**src/rtl/ram_port_arbiter_pkg.sv**
```systemverilog
// Shared types and constants for the RAM port arbiter: read pipeline depth,
// index-width helper and the per-entry control flags of the read return path.
package ram_arb_pkg;

  localparam int RD_LAT = 2;

  // Index width for n requesters, never narrower than one bit.
  function automatic int clog2_min1(input int n);
    for (int w = 1; w < 31; w++) begin
      if ((1 << w) >= n) return w;
    end
    return 31;
  endfunction

  typedef struct packed {
    logic valid;
    logic err;
    logic fwd;
  } rd_ctl_t;

endpackage

```
**src/rtl/ram_port_arbiter_if.sv**
```systemverilog
// Client/RAM-facing bundle of the RAM port arbiter.
// Handshake: req[i] is a valid that stays high until gnt[i]; gnt is the
// same-cycle accept, and a command transfers on every cycle where both are high.
interface ram_port_arbiter_if #(
  parameter int N_REQ  = 2,
  parameter int DATA_W = 10,
  parameter int ADDR_W = 3,
  parameter int ID_W   = 1
);
  logic [N_REQ-1:0]        req;
  logic [N_REQ-1:0]        req_we;
  logic [N_REQ*ADDR_W-1:0] req_addr;
  logic [N_REQ*DATA_W-1:0] req_wdata;
  logic [N_REQ-1:0]        gnt;
  logic                    rd_valid;
  logic [ID_W-1:0]         rd_id;
  logic [DATA_W-1:0]       rd_data;
  logic                    addr_err;
  logic                    ram_write;
  logic                    ram_read;
  logic [ADDR_W-1:0]       ram_addr_w;
  logic [ADDR_W-1:0]       ram_addr_r;
  logic [DATA_W-1:0]       ram_datain;
  logic [DATA_W-1:0]       ram_dataout;

  modport master (
    output req, req_we, req_addr, req_wdata, ram_dataout,
    input  gnt, rd_valid, rd_id, rd_data, addr_err,
    input  ram_write, ram_read, ram_addr_w, ram_addr_r, ram_datain
  );

  modport slave (
    input  req, req_we, req_addr, req_wdata, ram_dataout,
    output gnt, rd_valid, rd_id, rd_data, addr_err,
    output ram_write, ram_read, ram_addr_w, ram_addr_r, ram_datain
  );
endinterface

```
**src/rtl/ram_port_arbiter_rr_arbiter.sv**
```systemverilog
// Round-robin arbiter: searches from its pointer with wrap-around, grants one
// requester combinationally, and moves the pointer just past the winner.
module rr_arbiter
  import ram_arb_pkg::*;
#(
  parameter int N     = 2,
  parameter int IDX_W = clog2_min1(N)
) (
  input  logic             clk,
  input  logic             rst_n,
  input  logic [N-1:0]     i_req,
  output logic [N-1:0]     o_gnt,
  output logic [IDX_W-1:0] o_gnt_idx,
  output logic             o_gnt_vld
);

  logic [IDX_W-1:0] r_ptr;

  always_comb begin
    int               j;
    logic [IDX_W-1:0] w_idx;
    j         = 0;
    w_idx     = '0;
    o_gnt     = '0;
    o_gnt_idx = '0;
    o_gnt_vld = 1'b0;
    for (int k = 0; k < N; k++) begin
      j = int'(r_ptr) + k;
      if (j >= N) j = j - N;
      w_idx = IDX_W'(j);
      if (!o_gnt_vld && i_req[w_idx]) begin
        o_gnt_vld = 1'b1;
        o_gnt_idx = w_idx;
      end
    end
    if (o_gnt_vld) o_gnt[o_gnt_idx] = 1'b1;
  end

  always_ff @(posedge clk or negedge rst_n) begin
    if (!rst_n) begin
      r_ptr <= '0;
    end else if (o_gnt_vld) begin
      r_ptr <= (int'(o_gnt_idx) == N - 1) ? '0 : o_gnt_idx + IDX_W'(1);
    end
  end

endmodule

```
**src/rtl/ram_port_arbiter.sv**
```systemverilog
// Shares one RAM write port and one read port among N_REQ requesters with
// independent round-robin arbiters. Optional macro RAM_ARB_RAW_BYPASS_EN
// forwards same-cycle write data to a read of the same address.
module ram_port_arbiter
  import ram_arb_pkg::*;
#(
  parameter int N_REQ    = 2,
  parameter int MEM_SIZE = 6,
  parameter int DATA_W   = 10,
  parameter int ADDR_W   = 3,
  parameter int ID_W     = 1
) (
  input logic                clk,
  input logic                rst_n,
  ram_port_arbiter_if.slave  bus
);

  localparam int IDX_W = clog2_min1(N_REQ);

  typedef struct packed {
    rd_ctl_t           ctl;
    logic [ID_W-1:0]   id;
    logic [DATA_W-1:0] data;
  } rd_ent_t;

  function automatic logic in_range(input logic [ADDR_W-1:0] a);
    return ({1'b0, a} < (ADDR_W+1)'(MEM_SIZE));
  endfunction

  logic [N_REQ-1:0]  w_wr_req, w_rd_req, w_wr_gnt, w_rd_gnt;
  logic [IDX_W-1:0]  w_wr_idx, w_rd_idx;
  logic              w_wr_vld, w_rd_vld;
  logic [ADDR_W-1:0] w_wr_addr, w_rd_addr;
  logic [DATA_W-1:0] w_wr_data, w_rd_data;
  logic              w_wr_err, w_rd_err, w_wr_ok, w_rd_ok, w_fwd;
  rd_ent_t           w_new, w_last;

  logic              r_ram_write, r_ram_read, r_addr_err;
  logic [ADDR_W-1:0] r_addr_w, r_addr_r;
  logic [DATA_W-1:0] r_datain;
  rd_ent_t           r_pipe [RD_LAT];

  assign w_wr_req = bus.req & bus.req_we;
  assign w_rd_req = bus.req & ~bus.req_we;

  rr_arbiter #(.N(N_REQ), .IDX_W(IDX_W)) u_wr_arb (
    .clk(clk), .rst_n(rst_n), .i_req(w_wr_req),
    .o_gnt(w_wr_gnt), .o_gnt_idx(w_wr_idx), .o_gnt_vld(w_wr_vld)
  );

  rr_arbiter #(.N(N_REQ), .IDX_W(IDX_W)) u_rd_arb (
    .clk(clk), .rst_n(rst_n), .i_req(w_rd_req),
    .o_gnt(w_rd_gnt), .o_gnt_idx(w_rd_idx), .o_gnt_vld(w_rd_vld)
  );

  assign w_wr_addr = bus.req_addr[int'(w_wr_idx)*ADDR_W +: ADDR_W];
  assign w_wr_data = bus.req_wdata[int'(w_wr_idx)*DATA_W +: DATA_W];
  assign w_rd_addr = bus.req_addr[int'(w_rd_idx)*ADDR_W +: ADDR_W];

  // Out-of-range requests are still granted so the client never stalls.
  assign w_wr_err = w_wr_vld && !in_range(w_wr_addr);
  assign w_rd_err = w_rd_vld && !in_range(w_rd_addr);
  assign w_wr_ok  = w_wr_vld && !w_wr_err;
  assign w_rd_ok  = w_rd_vld && !w_rd_err;

`ifdef RAM_ARB_RAW_BYPASS_EN
  assign w_fwd = w_wr_ok && w_rd_ok && (w_wr_addr == w_rd_addr);
`else
  assign w_fwd = 1'b0;
`endif

  always_comb begin
    w_new = '0;
    if (w_rd_vld) begin
      w_new.ctl.valid = 1'b1;
      w_new.ctl.err   = w_rd_err;
      w_new.ctl.fwd   = w_fwd;
      w_new.id        = ID_W'(w_rd_idx);
      w_new.data      = w_wr_data;
    end
  end

  always_ff @(posedge clk or negedge rst_n) begin
    if (!rst_n) begin
      r_ram_write <= 1'b0;
      r_ram_read  <= 1'b0;
      r_addr_err  <= 1'b0;
      r_addr_w    <= '0;
      r_addr_r    <= '0;
      r_datain    <= '0;
      for (int i = 0; i < RD_LAT; i++) r_pipe[i] <= '0;
    end else begin
      r_ram_write <= w_wr_ok;
      r_ram_read  <= w_rd_ok;
      if (w_wr_err || w_rd_err) r_addr_err <= 1'b1;
      if (w_wr_ok) begin
        r_addr_w <= w_wr_addr;
        r_datain <= w_wr_data;
      end
      if (w_rd_ok) r_addr_r <= w_rd_addr;
      r_pipe[0] <= w_new;
      for (int i = 1; i < RD_LAT; i++) r_pipe[i] <= r_pipe[i-1];
    end
  end

  // RAM data arrives in the same cycle the last pipeline stage is presented.
  assign w_last = r_pipe[RD_LAT-1];

  always_comb begin
    w_rd_data = '0;
    if (w_last.ctl.valid && !w_last.ctl.err) begin
      w_rd_data = w_last.ctl.fwd ? w_last.data : bus.ram_dataout;
    end
  end

  assign bus.gnt        = rst_n ? (w_wr_gnt | w_rd_gnt) : '0;
  assign bus.rd_valid   = w_last.ctl.valid;
  assign bus.rd_id      = w_last.id;
  assign bus.rd_data    = w_rd_data;
  assign bus.addr_err   = r_addr_err;
  assign bus.ram_write  = r_ram_write;
  assign bus.ram_read   = r_ram_read;
  assign bus.ram_addr_w = r_addr_w;
  assign bus.ram_addr_r = r_addr_r;
  assign bus.ram_datain = r_datain;

endmodule

```
**src/flat_wrapper.sv**
```systemverilog
// flat-port wrapper written by rule: the top's interface ports become plain ports
module ram_port_arbiter_flat import ram_arb_pkg::*;
#(
  parameter int N_REQ    = 2,
  parameter int MEM_SIZE = 6,
  parameter int DATA_W   = 10,
  parameter int ADDR_W   = 3,
  parameter int ID_W     = 1
)
  (clk, rst_n, bus_req, bus_req_we, bus_req_addr, bus_req_wdata, bus_ram_dataout, bus_gnt, bus_rd_valid, bus_rd_id, bus_rd_data, bus_addr_err, bus_ram_write, bus_ram_read, bus_ram_addr_w, bus_ram_addr_r, bus_ram_datain);
  ram_port_arbiter_if #(.N_REQ(N_REQ), .DATA_W(DATA_W), .ADDR_W(ADDR_W), .ID_W(ID_W)) bus_i ();
  input logic clk;
  input logic rst_n;
  input wire logic [$bits(bus_i.req)-1:0] bus_req;
  input wire logic [$bits(bus_i.req_we)-1:0] bus_req_we;
  input wire logic [$bits(bus_i.req_addr)-1:0] bus_req_addr;
  input wire logic [$bits(bus_i.req_wdata)-1:0] bus_req_wdata;
  input wire logic [$bits(bus_i.ram_dataout)-1:0] bus_ram_dataout;
  output wire logic [$bits(bus_i.gnt)-1:0] bus_gnt;
  output wire logic [$bits(bus_i.rd_valid)-1:0] bus_rd_valid;
  output wire logic [$bits(bus_i.rd_id)-1:0] bus_rd_id;
  output wire logic [$bits(bus_i.rd_data)-1:0] bus_rd_data;
  output wire logic [$bits(bus_i.addr_err)-1:0] bus_addr_err;
  output wire logic [$bits(bus_i.ram_write)-1:0] bus_ram_write;
  output wire logic [$bits(bus_i.ram_read)-1:0] bus_ram_read;
  output wire logic [$bits(bus_i.ram_addr_w)-1:0] bus_ram_addr_w;
  output wire logic [$bits(bus_i.ram_addr_r)-1:0] bus_ram_addr_r;
  output wire logic [$bits(bus_i.ram_datain)-1:0] bus_ram_datain;
  assign bus_i.req = bus_req;
  assign bus_i.req_we = bus_req_we;
  assign bus_i.req_addr = bus_req_addr;
  assign bus_i.req_wdata = bus_req_wdata;
  assign bus_i.ram_dataout = bus_ram_dataout;
  assign bus_gnt = bus_i.gnt;
  assign bus_rd_valid = bus_i.rd_valid;
  assign bus_rd_id = bus_i.rd_id;
  assign bus_rd_data = bus_i.rd_data;
  assign bus_addr_err = bus_i.addr_err;
  assign bus_ram_write = bus_i.ram_write;
  assign bus_ram_read = bus_i.ram_read;
  assign bus_ram_addr_w = bus_i.ram_addr_w;
  assign bus_ram_addr_r = bus_i.ram_addr_r;
  assign bus_ram_datain = bus_i.ram_datain;
  ram_port_arbiter #(.N_REQ(N_REQ), .MEM_SIZE(MEM_SIZE), .DATA_W(DATA_W), .ADDR_W(ADDR_W), .ID_W(ID_W)) u_core (.clk(clk), .rst_n(rst_n), .bus(bus_i));
endmodule
```
**config.mk**
```make
export PLATFORM = sky130hd
export DESIGN_NAME = ram_port_arbiter_flat
export DESIGN_NICKNAME = d
export VERILOG_FILES = /design/src/rtl/ram_port_arbiter_pkg.sv /design/src/rtl/ram_port_arbiter_if.sv /design/src/rtl/ram_port_arbiter_rr_arbiter.sv /design/src/rtl/ram_port_arbiter.sv /design/src/flat_wrapper.sv
export SDC_FILE = /design/constraint.sdc
export NUM_CORES = 1
export LEC_CHECK = 0
export BUFFER_PORTS_ARGS = -buffer_cell sky130_fd_sc_hd__buf_2
export CAP_MARGIN = 20
export CELL_PAD_IN_SITES_DETAIL_PLACEMENT = 0
export CELL_PAD_IN_SITES_GLOBAL_PLACEMENT = 1
export CORE_ASPECT_RATIO = 1.75
export CORE_UTILIZATION = 36
export CTS_BUF_LIST = sky130_fd_sc_hd__clkbuf_4 sky130_fd_sc_hd__clkbuf_8
export DETAILED_ROUTE_END_ITERATION = 7
export PLACE_DENSITY = 0.91
export SETUP_SLACK_MARGIN = 0.5
export SKIP_CTS_REPAIR_TIMING = 1
export SYNTH_ARGS = -nofsm -noshare
export SYNTH_HDL_FRONTEND = slang
export SYNTH_SLANG_ARGS = --single-unit
```
**constraint.sdc**
```tcl
create_clock -name clk -period 3.93 [get_ports clk]
set_input_delay 0.5895 -clock clk [delete_from_list [all_inputs] [get_ports clk]]
set_output_delay 0.5895 -clock clk [all_outputs]
set_load 0.02 [all_outputs]
```
* After elaboration in Yosys (flattened, before gate mapping)
Index checks and enable logic that the tools add are counted.
** Operators by class
- Add/sub/neg operators :: 8
- $mul :: 3
- Div/mod/pow operators :: 0
- $lt $le $gt $ge :: 14
- Eq/ne operators :: 0
- Shift operators :: 3
- Mux-type cells :: 32
- Bitwise logic cells :: 4
- Reduce and logical (&&, ||, !) cells :: 17
** Operator list (number)
- $shiftx 6x32->3 :: 2
- $shiftx 20x32->10 :: 1
- $mux 1 :: 24
- $mux 10 :: 2
- $mux 14 :: 1
- $lt 1x2->1 const B :: 6
- $logic_and 1x1->1 :: 9
- $logic_not 1->1 :: 7
- $lt 3x3->1 const B :: 2
- $mul 1x2->3 const B :: 2
- $mux 2 :: 3
- $add 1x1->2 const B :: 2
- $and 2x2->2 :: 2
- $ge 1x2->1 const B :: 2
- $ge 2x2->1 const B :: 2
- $mul 1x3->4 const B :: 1
- $sub 1x1->1 const B :: 4
- $add 1x1->1 const B :: 2
- $demux 1 s1 :: 2
- $ge 1x1->1 const B :: 2
- $not 2->2 :: 1
- $or 2x2->2 :: 1
- $logic_or 1x1->1 :: 1
** Word-level totals
- Register bits after elaboration :: 49
- Bits in latches :: 0
- Bits in writable memories :: 0
- ROM bits :: 0
- Output and inout port bits :: 33
- Memories :: 0

* Depth between registers and ports, before layout
- Depth in word-level cells :: 15
- Mapped depth :: 5

* Hierarchy
Synthesis repeated with hierarchy kept, for this count alone.
** Unflattened totals
- Cell total of the unflattened synthesis :: 105
- Area, all modules :: 1445.1 um2
** By module, submodules not included
- ram_port_arbiter :: instances 1, cells an instance 89, area each 1292.5 um2
- rr_arbiter :: instances 2, cells an instance 8, area each 76.3 um2

* Least setup slack after synthesis
Ideal clock, no wire load.
- Kind :: input to output
- Start :: in bus_req[0]
- End :: out bus_gnt[0]
- Data arrival time :: 1518 ps
- Required time :: 3340 ps
- Setup slack :: 1822 ps
- Stages :: 5
- Buffers on the path :: 1
- Cell sequence :: and3b_1 -> nor2_4 -> buf_2 -> o22ai_1 -> and2_1
** Between the ends
- Word-level cells in the longest chain between the ends :: 14
- Elaborated cells on any way between the ends :: 36
- Classes of those cells :: order compare (4); mux (23); bitwise (3); reduce/logical (6)
** RTL lines
- from (decl) :: RTL line flat_wrapper.sv:14 : input wire logic [$bits(bus_i.req)-1:0] bus_req;
- $and 2x2->2 (on tied branches) :: RTL line ram_port_arbiter.sv:43, ram_port_arbiter.sv:44
- $mux 1 (not written as such) (2 in series) :: RTL line ram_port_arbiter_rr_arbiter.sv:31 : if (!o_gnt_vld && i_req[w_idx]) begin
- $mux 1 :: RTL line ram_port_arbiter_rr_arbiter.sv:31
- $logic_not 1->1 :: RTL line ram_port_arbiter_rr_arbiter.sv:31
- $logic_and 1x1->1 :: RTL line ram_port_arbiter_rr_arbiter.sv:31
- $mux 1 :: RTL line ram_port_arbiter_rr_arbiter.sv:31
- $lt 1x2->1 (not written as such) or $ge 1x1->1 (tied branches) :: RTL line ram_port_arbiter_rr_arbiter.sv:36 : if (o_gnt_vld) o_gnt[o_gnt_idx] = 1'b1;
- $logic_and 1x1->1 (not written as such) :: RTL line ram_port_arbiter_rr_arbiter.sv:36
- $mux 1 (not written as such) :: RTL line ram_port_arbiter_rr_arbiter.sv:36
- $demux 1 s1 :: RTL line ram_port_arbiter_rr_arbiter.sv:36
- $mux 2 :: RTL line ram_port_arbiter_rr_arbiter.sv:36
- $or 2x2->2 (*) :: RTL line ram_port_arbiter.sv:116 : assign bus.gnt = rst_n ? (w_wr_gnt | w_rd_gnt) : '0;
- $mux 2 (*) :: RTL line ram_port_arbiter.sv:116
- to (decl) :: RTL line flat_wrapper.sv:19 : output wire logic [$bits(bus_i.gnt)-1:0] bus_gnt;
Mark *: on every way between the ends. The rest lies on a longest branch, timed or not. The select of a mux whose other input is x is not followed.

* Final worst setup path
Same ends and word-level chain as after synthesis.

==> flow_results.xml <==
<?xml version="1.0" encoding="UTF-8"?>
<metrics>
  <group name="sta">
    <metric name="worst_slew_pin_slew" unit="ns">0.609</metric>
    <metric name="clock_skew" unit="ns">0.00346</metric>
    <metric name="rsz0062_at_grt" unit="">false</metric>
    <metric name="holdWs" unit="ns">0.313</metric>
    <metric name="clock.fmax" unit="MHz">425</metric>
    <metric name="final_worst_path_cycle_share" unit="%">59.9</metric>
    <metric name="slew-limit-headroom" unit="%">59.4</metric>
    <metric name="slew_violations" unit="">0</metric>
    <metric name="finalWorstPathRequiredPeriod" unit="ns">2.36</metric>
    <metric name="setup_violations" unit="">0</metric>
    <metric name="hold_viol" unit="">0</metric>
    <metric name="finalSetupTns" unit="ns">0</metric>
  </group>
  <group name="synth">
    <metric name="yosys.area.top_type_share" unit="%">50.9</metric>
    <metric name="top_area_cells_in_the_synthesized_netlist" unit="">sky130_fd_sc_hd__dfrtp_1 51%, sky130_fd_sc_hd__mux2_2 21%, sky130_fd_sc_hd__and2_1 5.2%</metric>
    <metric name="ys_async_rst_share" unit="%">100</metric>
    <metric name="yosysTopAreaCell" unit="">sky130_fd_sc_hd__dfrtp_1</metric>
    <metric name="synth.yosys.seq_area_share" unit="%">50.9</metric>
    <metric name="synth-edff-count" unit="">0</metric>
    <metric name="synth_adder_area_share" unit="%">0</metric>
    <metric name="synth_area_in_compound_gates" unit="%">7.63</metric>
    <metric name="synthSimpleGateAreaFrac" unit="%">13.6</metric>
    <metric name="postSynthCellCount" unit="">105</metric>
    <metric name="post_synth_xor_area_fraction" unit="%">0</metric>
    <metric name="syn_area_per_cell" unit="sq um">12.6</metric>
    <metric name="synth_warnings" unit="">0</metric>
    <metric name="largest_family_of_logic_cells_by_synthesized_area" unit="">multiplexers</metric>
    <metric name="syn-num-nets" unit="">147</metric>
    <metric name="postSynth.topFlopCell" unit="">sky130_fd_sc_hd__dfrtp_1</metric>
    <metric name="ys_ff_latch" unit="">27</metric>
    <metric name="synthesis.area" unit="sq um">1330</metric>
    <metric name="synth_mux_area_share" unit="%">25.6</metric>
    <metric name="yosys.cell_types.count" unit="">30</metric>
  </group>
  <group name="layout">
    <metric name="fill_cells" unit="">320</metric>
    <metric name="instances_no_fill" unit="">226</metric>
    <metric name="multi_input_area" unit="sq um">622</metric>
    <metric name="antenna-diode-count" unit="">0</metric>
    <metric name="final_design_area_no_fill" unit="sq um">1790</metric>
    <metric name="regArea" unit="sq um">676</metric>
    <metric name="drive_above_1_share" unit="%">60.2</metric>
    <metric name="layout-area-overhead-vs-synth" unit="%">34.7</metric>
    <metric name="nets" unit="">224</metric>
  </group>
  <group name="route">
    <metric name="first_pass_iters" unit="">4</metric>
    <metric name="ant_nets" unit="">0</metric>
    <metric name="detailedRoute.firstIterationViolations" unit="">32</metric>
    <metric name="number_of_remaining_drc_errors" unit="">0</metric>
    <metric name="routed-via-count" unit="">1114</metric>
    <metric name="wire_per_inst" unit="um">13.5</metric>
    <metric name="vias_per_cell" unit="">4.93</metric>
    <metric name="drt_wl_total" unit="um">3040</metric>
  </group>
  <group name="setup_path">
    <metric name="worst_path_most_repeated_cell" unit="">sky130_fd_sc_hd__buf_2</metric>
    <metric name="critical-path-max-stage-delay" unit="ns">0.40</metric>
    <metric name="slowest_stage_cell_on_the_critical_path" unit="">sky130_fd_sc_hd__nor2_4</metric>
    <metric name="cp_data_required_time" unit="ns">3.34</metric>
    <metric name="criticalPathCategory" unit="">input port to output port</metric>
    <metric name="critical_path.endpoint_type" unit="">output port</metric>
    <metric name="crit_path_start_kind" unit="">input port</metric>
    <metric name="cell_breakdown_of_the_critical_path" unit="">buf_2 -&gt; and3b_1 -&gt; nor2_4 -&gt; o22ai_1 -&gt; and2_1 -&gt; buf_2</metric>
    <metric name="path_buf_inv" unit="">2</metric>
    <metric name="timing.critical_path.arrival" unit="ns">1.77</metric>
    <metric name="critPathMaxFanout" unit="">17</metric>
    <metric name="cpLargestDelayFamily" unit="">simple AND/OR/NAND/NOR gates</metric>
  </group>
  <group name="pwr">
    <metric name="clkPwrFrac" unit="%">21.4</metric>
    <metric name="power_per_cell_area" unit="nW/um^2">414</metric>
    <metric name="total_switching_power" unit="W">0.000244</metric>
    <metric name="worst_vdd_rail_ir_drop" unit="uV">278</metric>
    <metric name="combPwrFrac" unit="%">32.0</metric>
    <metric name="internal_power" unit="W">0.000497</metric>
    <metric name="power.share.switching" unit="%">32.9</metric>
    <metric name="share_seq_of_total_power" unit="%">46.7</metric>
    <metric name="leakage" unit="nW">0.912</metric>
  </group>
  <group name="global_routing">
    <metric name="wire_length_of_the_first_global_routing_pass" unit="um">4640</metric>
    <metric name="grt_max_degree" unit="">30</metric>
    <metric name="global_route.usage.total" unit="%">16.5</metric>
    <metric name="overflow_left_after_global_routing" unit="">0</metric>
    <metric name="antenna_found_initial" unit="">0</metric>
    <metric name="grt_pass1_vias" unit="">1162</metric>
  </group>
  <group name="run_status">
    <metric name="status" unit="">complete, no violations</metric>
  </group>
  <group name="flow_run">
    <metric name="cap_violations" unit="">0</metric>
  </group>
  <group name="clock_tree">
    <metric name="total_clock_buffers_created_by_cts" unit="">3</metric>
    <metric name="cts_max_level" unit="">1</metric>
    <metric name="tritoncts" unit="">built</metric>
    <metric name="clockBufferDepth" unit="">2</metric>
    <metric name="cts.sink_count" unit="">27</metric>
    <metric name="cts_root_buffer" unit="">sky130_fd_sc_hd__clkbuf_8</metric>
    <metric name="clock_insertion_delay_at_the_later_pin_of_the_skew_report" unit="ns">0.28</metric>
    <metric name="clk_pin_slew_worst_paths" unit="ns">0.09</metric>
  </group>
  <group name="die">
    <metric name="floorplan.die_area" unit="sq um">3940</metric>
    <metric name="initial_core_util" unit="%">38.7</metric>
    <metric name="core_area" unit="sq um">3430</metric>
    <metric name="die_w" unit="um">47.9</metric>
    <metric name="die_h" unit="um">82.3</metric>
    <metric name="design.portCount" unit="">75</metric>
    <metric name="placementRows" unit="">28</metric>
  </group>
  <group name="placed_design">
    <metric name="gp_congestion" unit="">0.866</metric>
    <metric name="port_buffers" unit="">74</metric>
    <metric name="dp.final_hpwl" unit="um">2410</metric>
    <metric name="detailed_place.area" unit="sq um">1740</metric>
    <metric name="place.detailed.instances" unit="">222</metric>
  </group>
  <group name="hold_path">
    <metric name="min_path_type" unit="">input port to asynchronous set/reset pin</metric>
  </group>
</metrics>
## cell type report
type | instances | share of cell area [%]
inverter | 4 | 0.980
sequential | 27 | 37.8
clock inverter | 1 | 0.280
timing repair buffer | 74 | 20.7
tap | 45 | 3.15
clock buffer | 3 | 2.31
multi-input combinational | 72 | 34.8
## final timing paths
check	cells past startpoint	slack [ns]	end	start
setup / recovery	6	1.57	bus_gnt[0]	bus_req[0]
hold / removal	1	0.31	u_core.u_wr_arb.r_ptr	rst_n
setup reg to reg	4	2.06	u_core.bus.ram_addr_w[1]	u_core.u_wr_arb.r_ptr
hold reg to reg	0	0.36	u_core.bus.rd_id	u_core.r_pipe[24]
max in group asynchronous	1	3.22	u_core.bus.ram_addr_r[1]	rst_n
min in group clk	0	0.36	u_core.bus.rd_id	u_core.r_pipe[24]
## registers in the layout (all words and copies together), names as in the netlist
signal                 cells
u_core.bus.rd_id           1
u_core.bus.addr_err        1
u_core.r_pipe              4
u_core.bus.ram_addr_r      3
u_core.bus.rd_valid        1
u_core.u_rd_arb.r_ptr      1
u_core.u_wr_arb.r_ptr      1
u_core.bus.ram_write       1
u_core.bus.ram_read        1
u_core.bus.ram_datain     10
u_core.bus.ram_addr_w      3
## synth_stat cells (all sizes together) (2+ instances only)
cell,n
inv,4
a211o,2
mux2,29
dfrtp,27
a21oi,4
and3,2
nor2b,2
o21a,2
nand2,4
and2,11
buf,2
nor2,4
## per-stage QoR
step	setup WS, ns	total power (W)	utilization [%]
detailed placement	1.56	0.000590	50.7
CTS	1.57	0.000751	52.1
global placement	1.60	0.000581	50.7
global route	1.48	0.000779	52.1
finish	1.57	0.000741	52.1
floorplan	1.82	0.000496	-
## cells by family (layout without fill, tap and decap cells)
logic type | Yosys count | in the layout
AND/OR/NAND/NOR | 28 | 28
multiplexers | 30 | 30
flip-flops | 27 | 27
AO/OA/AOI/OAI | 14 | 14
buffers and inverters | 6 | 82
## cells in the final DEF, fill, tap and decap left out, drive strengths merged, types with 2 or more instances in the layout
cell | netlist | final
buf | 2 | 74
mux2 | 29 | 29
dfrtp | 27 | 27
and2 | 11 | 11
a21oi | 4 | 4
nor2 | 4 | 4
inv | 4 | 4
nand2 | 4 | 4
clkbuf | 0 | 3
nor2b | 2 | 2
o21a | 2 | 2
a211o | 2 | 2
and3 | 2 | 2
## power by group through the flow
stage	Clock, W	Sequential (W)	Combinational, W
floorplan	0	0.000400	0.0000965
global placement	0	0.000348	0.000232
detailed placement	0	0.000351	0.000240
CTS	0.000165	0.000346	0.000240
global route	0.000172	0.000351	0.000256
finish	0.000158	0.000346	0.000237
## worst reg2reg max path: stages, from the launching register on
cell and delay (ns):
sky130_fd_sc_hd__dfrtp_1 0.36, sky130_fd_sc_hd__and3b_1 0.21, sky130_fd_sc_hd__nor2_4 0.40, sky130_fd_sc_hd__mux2_4 0.45, sky130_fd_sc_hd__mux2_1 0.34
## routing by layer
layer	vias to the layer above	share of wire, %	global-route usage (%)
met2	70	53	31.6
li1	523	-	-
met5	-	0	0
met3	10	8.7	3.04
met4	0	3.0	8.33
met1	511	35	15.0
No activity file was read; power rests on OpenSTA's default activity.
